--- config.mk ---
export PLATFORM = sky130hd
export DESIGN_NAME = mdu_hilo
export DESIGN_NICKNAME = d
export VERILOG_FILES = /design/src/rtl/mdu_pkg.sv /design/src/rtl/mdu_div_core.sv /design/src/rtl/mdu_hilo.sv
export SDC_FILE = /design/constraint.sdc
export NUM_CORES = 2
export LEC_CHECK = 0
export ABC_CLOCK_PERIOD_IN_PS = 10300
export CAP_MARGIN = 15
export CORE_MARGIN = 2
export CORE_UTILIZATION = 60
export DETAILED_ROUTE_END_ITERATION = 10
export GPL_TIMING_DRIVEN = 0
export MAX_ROUTING_LAYER = met4
export PLACE_DENSITY = 0.84
export SLEW_MARGIN = 20
export SYNTH_ARGS = -nofsm -noshare
export SYNTH_HDL_FRONTEND = slang
export SYNTH_SLANG_ARGS = --single-unit
--- constraint.sdc ---
create_clock -name clk -period 10.3 [get_ports clk]
set_input_delay 3.09 -clock clk [delete_from_list [all_inputs] [get_ports clk]]
set_output_delay 3.09 -clock clk [all_outputs]
set_load 0.005 [all_outputs]
--- src/rtl/mdu_pkg.sv ---
// Shared definitions for the HI/LO multiply/divide unit: op codes, FSM states
// and the divider iteration count.
package mdu_pkg;

  localparam logic [2:0] MDU_MULT  = 3'd0;
  localparam logic [2:0] MDU_MULTU = 3'd1;
  localparam logic [2:0] MDU_DIV   = 3'd2;
  localparam logic [2:0] MDU_DIVU  = 3'd3;
  localparam logic [2:0] MDU_MTHI  = 3'd4;
  localparam logic [2:0] MDU_MTLO  = 3'd5;

  localparam int DIV_ITER = 32;

  typedef enum logic [1:0] {
    ST_IDLE,
    ST_MUL,
    ST_DIV,
    ST_FIX
  } mdu_state_t;

endpackage

--- src/rtl/mdu_div_core.sv ---
// Restoring radix-2 divider on unsigned magnitudes: load latches the operands,
// each step retires one quotient bit (MSB first).
module mdu_div_core
  import mdu_pkg::*;
#(
  parameter int DATA_W = 32
) (
  input  logic              clk,
  input  logic              rst,
  input  logic              load,
  input  logic              step,
  input  logic [DATA_W-1:0] dividend,
  input  logic [DATA_W-1:0] divisor,
  output logic [DATA_W-1:0] quotient,
  output logic [DATA_W-1:0] remainder
);

  logic [DATA_W-1:0] quo_q;
  logic [DATA_W-1:0] rem_q;
  logic [DATA_W-1:0] dvs_q;
  logic [DATA_W:0]   shifted;
  logic              fits;

  // Partial remainder is always below the divisor, so the subtraction result
  // fits in DATA_W bits even though the shifted value needs one extra bit.
  assign shifted = {rem_q, quo_q[DATA_W-1]};
  assign fits    = shifted >= {1'b0, dvs_q};

  always_ff @(posedge clk or posedge rst) begin
    if (rst) begin
      quo_q <= '0;
      rem_q <= '0;
      dvs_q <= '0;
    end else if (load) begin
      quo_q <= dividend;
      rem_q <= '0;
      dvs_q <= divisor;
    end else if (step) begin
      quo_q <= {quo_q[DATA_W-2:0], fits};
      rem_q <= fits ? (shifted[DATA_W-1:0] - dvs_q) : shifted[DATA_W-1:0];
    end
  end

  assign quotient  = quo_q;
  assign remainder = rem_q;

endmodule

--- src/rtl/mdu_hilo.sv ---
// EX-stage multiply/divide unit owning HI/LO: iterative MULT/MULTU/DIV/DIVU
// with a busy stall flag, plus single-cycle MTHI/MTLO.
module mdu_hilo
  import mdu_pkg::*;
#(
  parameter int DATA_W      = 32,
  parameter int MULT_CYCLES = 4
) (
  input  logic              clk,
  input  logic              rst,
  input  logic              start,
  input  logic [2:0]        op,
  input  logic [DATA_W-1:0] a,
  input  logic [DATA_W-1:0] b,
  output logic              busy,
  output logic              done,
  output logic [DATA_W-1:0] hi,
  output logic [DATA_W-1:0] lo
);

  localparam logic [4:0] MUL_LAST = 5'(MULT_CYCLES - 1);
  localparam logic [4:0] DIV_LAST = 5'(DIV_ITER - 1);

  function automatic logic [DATA_W-1:0] f_cond_neg(input logic [DATA_W-1:0] x,
                                                   input logic neg);
    return neg ? (~x + 1'b1) : x;
  endfunction

  mdu_state_t state, state_nxt;
  logic [4:0] cnt, cnt_nxt;
  logic       busy_nxt, done_nxt;
  logic       mul_ld, mul_wr, div_ld, div_step, div_wr, mthi_wr, mtlo_wr;

  logic [2*DATA_W-1:0] a_ext, b_ext, prod, prod_q;
  logic [DATA_W-1:0]   mag_a, mag_b, a_keep, quo, rem;
  logic                q_neg, r_neg, dbz;
  logic                is_mult, is_div;

  assign is_mult = (op == MDU_MULT);
  assign is_div  = (op == MDU_DIV);
  assign a_ext   = is_mult ? {{DATA_W{a[DATA_W-1]}}, a} : {{DATA_W{1'b0}}, a};
  assign b_ext   = is_mult ? {{DATA_W{b[DATA_W-1]}}, b} : {{DATA_W{1'b0}}, b};
  assign prod    = a_ext * b_ext;
  assign mag_a   = f_cond_neg(a, is_div & a[DATA_W-1]);
  assign mag_b   = f_cond_neg(b, is_div & b[DATA_W-1]);

  always_comb begin
    state_nxt = state;
    cnt_nxt   = cnt;
    busy_nxt  = busy;
    done_nxt  = 1'b0;
    mul_ld    = 1'b0;
    mul_wr    = 1'b0;
    div_ld    = 1'b0;
    div_step  = 1'b0;
    div_wr    = 1'b0;
    mthi_wr   = 1'b0;
    mtlo_wr   = 1'b0;
    case (state)
      ST_IDLE: begin
        if (start) begin
          case (op)
            MDU_MULT, MDU_MULTU: begin
              state_nxt = ST_MUL;
              busy_nxt  = 1'b1;
              cnt_nxt   = MUL_LAST;
              mul_ld    = 1'b1;
            end
            MDU_DIV, MDU_DIVU: begin
              state_nxt = ST_DIV;
              busy_nxt  = 1'b1;
              cnt_nxt   = DIV_LAST;
              div_ld    = 1'b1;
            end
            MDU_MTHI: mthi_wr = 1'b1;
            MDU_MTLO: mtlo_wr = 1'b1;
            default: ;
          endcase
        end
      end
      ST_MUL: begin
        if (cnt == '0) begin
          state_nxt = ST_IDLE;
          busy_nxt  = 1'b0;
          done_nxt  = 1'b1;
          mul_wr    = 1'b1;
        end else begin
          cnt_nxt = cnt - 1'b1;
        end
      end
      ST_DIV: begin
        div_step = 1'b1;
        if (cnt == '0) state_nxt = ST_FIX;
        else           cnt_nxt   = cnt - 1'b1;
      end
      ST_FIX: begin
        state_nxt = ST_IDLE;
        busy_nxt  = 1'b0;
        done_nxt  = 1'b1;
        div_wr    = 1'b1;
      end
      default: state_nxt = ST_IDLE;
    endcase
  end

  always_ff @(posedge clk or posedge rst) begin
    if (rst) begin
      state <= ST_IDLE;
      cnt   <= '0;
      busy  <= 1'b0;
      done  <= 1'b0;
    end else begin
      state <= state_nxt;
      cnt   <= cnt_nxt;
      busy  <= busy_nxt;
      done  <= done_nxt;
    end
  end

  mdu_div_core #(.DATA_W(DATA_W)) u_div (
    .clk      (clk),
    .rst      (rst),
    .load     (div_ld),
    .step     (div_step),
    .dividend (mag_a),
    .divisor  (mag_b),
    .quotient (quo),
    .remainder(rem)
  );

  // Divide-by-zero bypasses sign fix-up: LO is all ones, HI is the raw dividend.
  always_ff @(posedge clk or posedge rst) begin
    if (rst) begin
      prod_q <= '0;
      a_keep <= '0;
      q_neg  <= 1'b0;
      r_neg  <= 1'b0;
      dbz    <= 1'b0;
      hi     <= '0;
      lo     <= '0;
    end else begin
      if (mul_ld) prod_q <= prod;
      if (div_ld) begin
        a_keep <= a;
        q_neg  <= is_div & (a[DATA_W-1] ^ b[DATA_W-1]);
        r_neg  <= is_div & a[DATA_W-1];
        dbz    <= (b == '0);
      end
      if (mul_wr) begin
        hi <= prod_q[2*DATA_W-1:DATA_W];
        lo <= prod_q[DATA_W-1:0];
      end else if (div_wr) begin
        hi <= dbz ? a_keep : f_cond_neg(rem, r_neg);
        lo <= dbz ? '1     : f_cond_neg(quo, q_neg);
      end else if (mthi_wr) begin
        hi <= a;
      end else if (mtlo_wr) begin
        lo <= a;
      end
    end
  end

endmodule

==> summary.txt <==
Clock tree
  • CTS Sinks: 268
  • Clock transition at the registers of the reported paths: about 80 ps
  • Clock latency at the later pin of the worst-skew pair: 580 ps
  • CTS tree: built
  • Root Buffer: clkbuf_16
  • Clk buf depth: 3
  • H-tree levels: 1
  • Total CTS buffers: 25

Place
  • Port Buffers: 101
  • Post-DP Area: just under 70000 µm²
  • DP Wirelength: 207000 µm
  • RD Place Congestion: 1.11
  • Pre-CTS setup slack: -4130 ps
  • DP Cell Count: approximately 8500

Critical path
  • Cell family with most CP delay: adder cells
  • Most frequent cell on the critical path: fa_1
  • Flop-to-flop setup slack: ~5900 ps
  • R2R depth: 13
  • WS Path Type: input pin to flop
  • WP data required: 10770 ps
  • Max incr delay on CP: roughly 640 ps
  • Nature of the critical path startpoint: input pin
  • CP endpoint kind: flop
  • Peak fanout along the critical path: 7
  • Worst R2R End: u_div.remainder[13]$_DFFE_PP0P_
  • Worst path bufs/invs: 11
  • Worst EP arrival: around 12000 ps
  • Slowest cell on the critical path: fa_2
  • Critical R2R Launch: u_div.remainder[0]$_DFFE_PP0P_

Routing
  • Metal3 WL: 40500 µm
  • Post-DRT Antenna Nets: 0
  • WL/cell: 29.8 µm
  • Met1 wire length: 87000 µm
  • Initial DRC count: 7155
  • Via count: 54900
  • Post-Route WL: 264000 µm
  • Metal2 WL: roughly 110000 µm
  • Max Used Layer: met4
  • 1st-pass router iterations: 9
  • Via/cell ratio: 6.21
  • Drt drc: 0

GRT
  • GRT Total Usage: 0.501
  • Largest net degree at the start of global routing: 36
  • Vias in the first global route: 56400
  • Initial antenna violation count: 39
  • Grt ovf: 0
  • First-pass GRT wire length: about 370000 µm

Cells and area
  • Share of cells above drive strength 1: 0.131
  • Post-Layout Cell Count: 8841
  • FF/Latch Area: 6710 µm²
  • Fill cells: 7775
  • End-of-flow core utilization: 0.702
  • Multi-input logic area: 51300 µm²
  • Area Overhead vs Synth: 16.3%
  • Design area: 73800 µm²
  • Final nets: 9227

Outcome
  • Status: complete, but fails checks
  • Failing checks: setup timing

Floorplanning
  • Starting density of the core: 0.604
  • Chip height: around 330 µm
  • I/O pins: 136
  • Die X: approximately 330 µm
  • Die Footprint: 108000 µm²
  • Core area: 105000 µm²
  • Standard-cell rows: between 100 and 150

Timing
  • Worst Tran Pin Value: about 1100 ps
  • Final Hold Vio Count: 0
  • RSZ-0062 raised after global routing: yes
  • Rel. slew slack: 0.256
  • Final Setup Violations: 34
  • Fmax: 83.8 MHz
  • Final worst setup slack: -1640 ps
  • Final max-slew violation count: 0
  • Final setup skew: 17.1 ps
  • Tcrit/Tclk final: 1.16
  • Minimum clock period: 11940 ps

Min path
  • Hold WC Path Type: flop to flop
  • WHS Endpoint: prod_q[56]$_DFFE_PP0P_
  • Worst hold path startpoint: prod_q[56]$_DFFE_PP0P_
  • Hold path cells: 2

Logic synthesis
  • Ys Warns: 0
  • Mapped cell area: 63500 µm²
  • Post-synthesis async set-or-reset flop share: 1.00
  • Sequential share of the synthesized area: 0.106
  • Synth Flop Type: dfrtp_1
  • Netlist cell types: 75
  • Post-synth EDFFs: 0
  • Mean Syn Cell Area: 9.06 µm²
  • Cells after Synth: 7009
  • Syn_nets: 8854
  • #FFs+latches synth: 268

Run
  • Max-cap viol count: 0
[cell usage in the layout, fill, tap and decap left out, types with 34 or more instances in the layout]
master	synthesis	layout
inv_2	0	55
dfrtp_1	268	268
clkbuf_2	0	38
ha_1	362	326
nor2_1	187	176
buf_6	0	50
clkbuf_1	363	140
buf_12	0	43
o31ai_1	40	37
a21o_1	64	64
o21ai_1	9	34
clkbuf_4	0	49
clkbuf_8	0	49
fa_1	1413	1318
buf_4	0	210
diode_2	0	50
a31oi_1	54	47
clkbuf_16	0	78
xnor2_1	165	153
nand2_1	1066	1034
xor2_1	97	96
inv_1	1517	1453
a21oi_1	185	152
and3_1	42	36
clkdlybuf4s50_1	0	70
mux2i_1	73	73
o21ai_0	273	226
fa_2	0	95
and2_1	410	403
[through the flow]
stage,hold slack (ps),TNS [ps]
after floorplan,439,-11200
after global placement,455,-141440
after detailed placement,465,-146460
after CTS,480,-25410
after global routing,500,-39620
final,482,-36130
[flip-flops by register name (all words and copies together) (netlist names), 2 cells and up]
| name | count |
|---|---|
| hi | 32 |
| state | 2 |
| a_keep | 32 |
| u_div.quotient | 32 |
| lo | 32 |
| cnt | 5 |
| u_div.remainder | 32 |
| u_div.dvs_q | 32 |
| prod_q | 64 |
[cell usage after synthesis (54+ instances only)]
master    number  area, µm²
a31oi_1       54        338
inv_1       1517       5690
nor2_1       187        702
mux2i_1       73        731
dfrtp_1      268       6710
and2_1       410       2560
o21ai_0      273       1370
a21oi_1      185        926
a21o_1        64        480
ha_1         362       4530
clkbuf_1     363       1360
xnor2_1      165       1450
fa_1        1413      28300
nand2_1     1066       4000
xor2_1        97        850
[layout make-up]
type / instances / share of cell area
multi-input cells: 4812 / 0.695
flip-flops and latches: 268 / 0.0908
inverters: 1518 / 0.0777
plain buffers: 397 / 0.0521
repair buffers: 360 / 0.0474
well taps: 1391 / 0.0236
clock buffers: 31 / 0.00919
clock inverters: 14 / 0.00256
diodes: 50 / 0.00169
[worst max-delay path by stage]
| stage | from | to | slack (ps) | cells after the start |
|---|---|---|---|---|
| after floorplan | a[31] | prod_q[59]$_DFFE_PP0P_ | -880 | 31 |
| after global placement | a[31] | prod_q[59]$_DFFE_PP0P_ | -4000 | 31 |
| after detailed placement | a[31] | prod_q[59]$_DFFE_PP0P_ | -4130 | 31 |
| after CTS | op[2] | prod_q[58]$_DFFE_PP0P_ | -1350 | 37 |
| after global routing | op[0] | prod_q[58]$_DFFE_PP0P_ | -1720 | 34 |
| final | op[0] | prod_q[62]$_DFFE_PP0P_ | -1640 | 35 |
[metal layers]
metal / vias up / track usage
li1: 21900 / -
met1: 27300 / 0.578
met2: 4339 / 0.706
met3: 1378 / 0.200
met4: 0 / 0.370
met5: - / -
[cells by family after synthesis]
family | count (synthesis) | share of synthesized area
flops | 268 | 0.106
fa+ha+maj | 1776 | 0.517
simple gates | 1910 | 0.139
buf+inv | 1929 | 0.114
compound gates | 790 | 0.0760
mux | 74 | 0.0117
xor+xnor | 262 | 0.0361
[repair_timing]
item,in CTS,in global routing
setup endpoints to repair,52,44
resized for setup,769,341
pin swaps,116,192
cloned,0,0
setup buffers,149,98
hold buffers,0,0
endpoints found under the hold margin,0,0
[worst reg2reg max path: stages (launching register included)]
cell	delay (ps)
dfrtp_1	540
ha_1	400
nor2b_1	120
o21ai_0	120
a21oi_1	310
o21bai_1	210
a21o_1	230
o311ai_2	740
and2_1	230
clkbuf_1	450
clkbuf_1	550
a21oi_1	180
mux2i_1	180
nor2_1	60
Power is left out: the tool's default activity adds up to more than one toggle a clock period on the data nets, which glitch-free logic cannot reach.
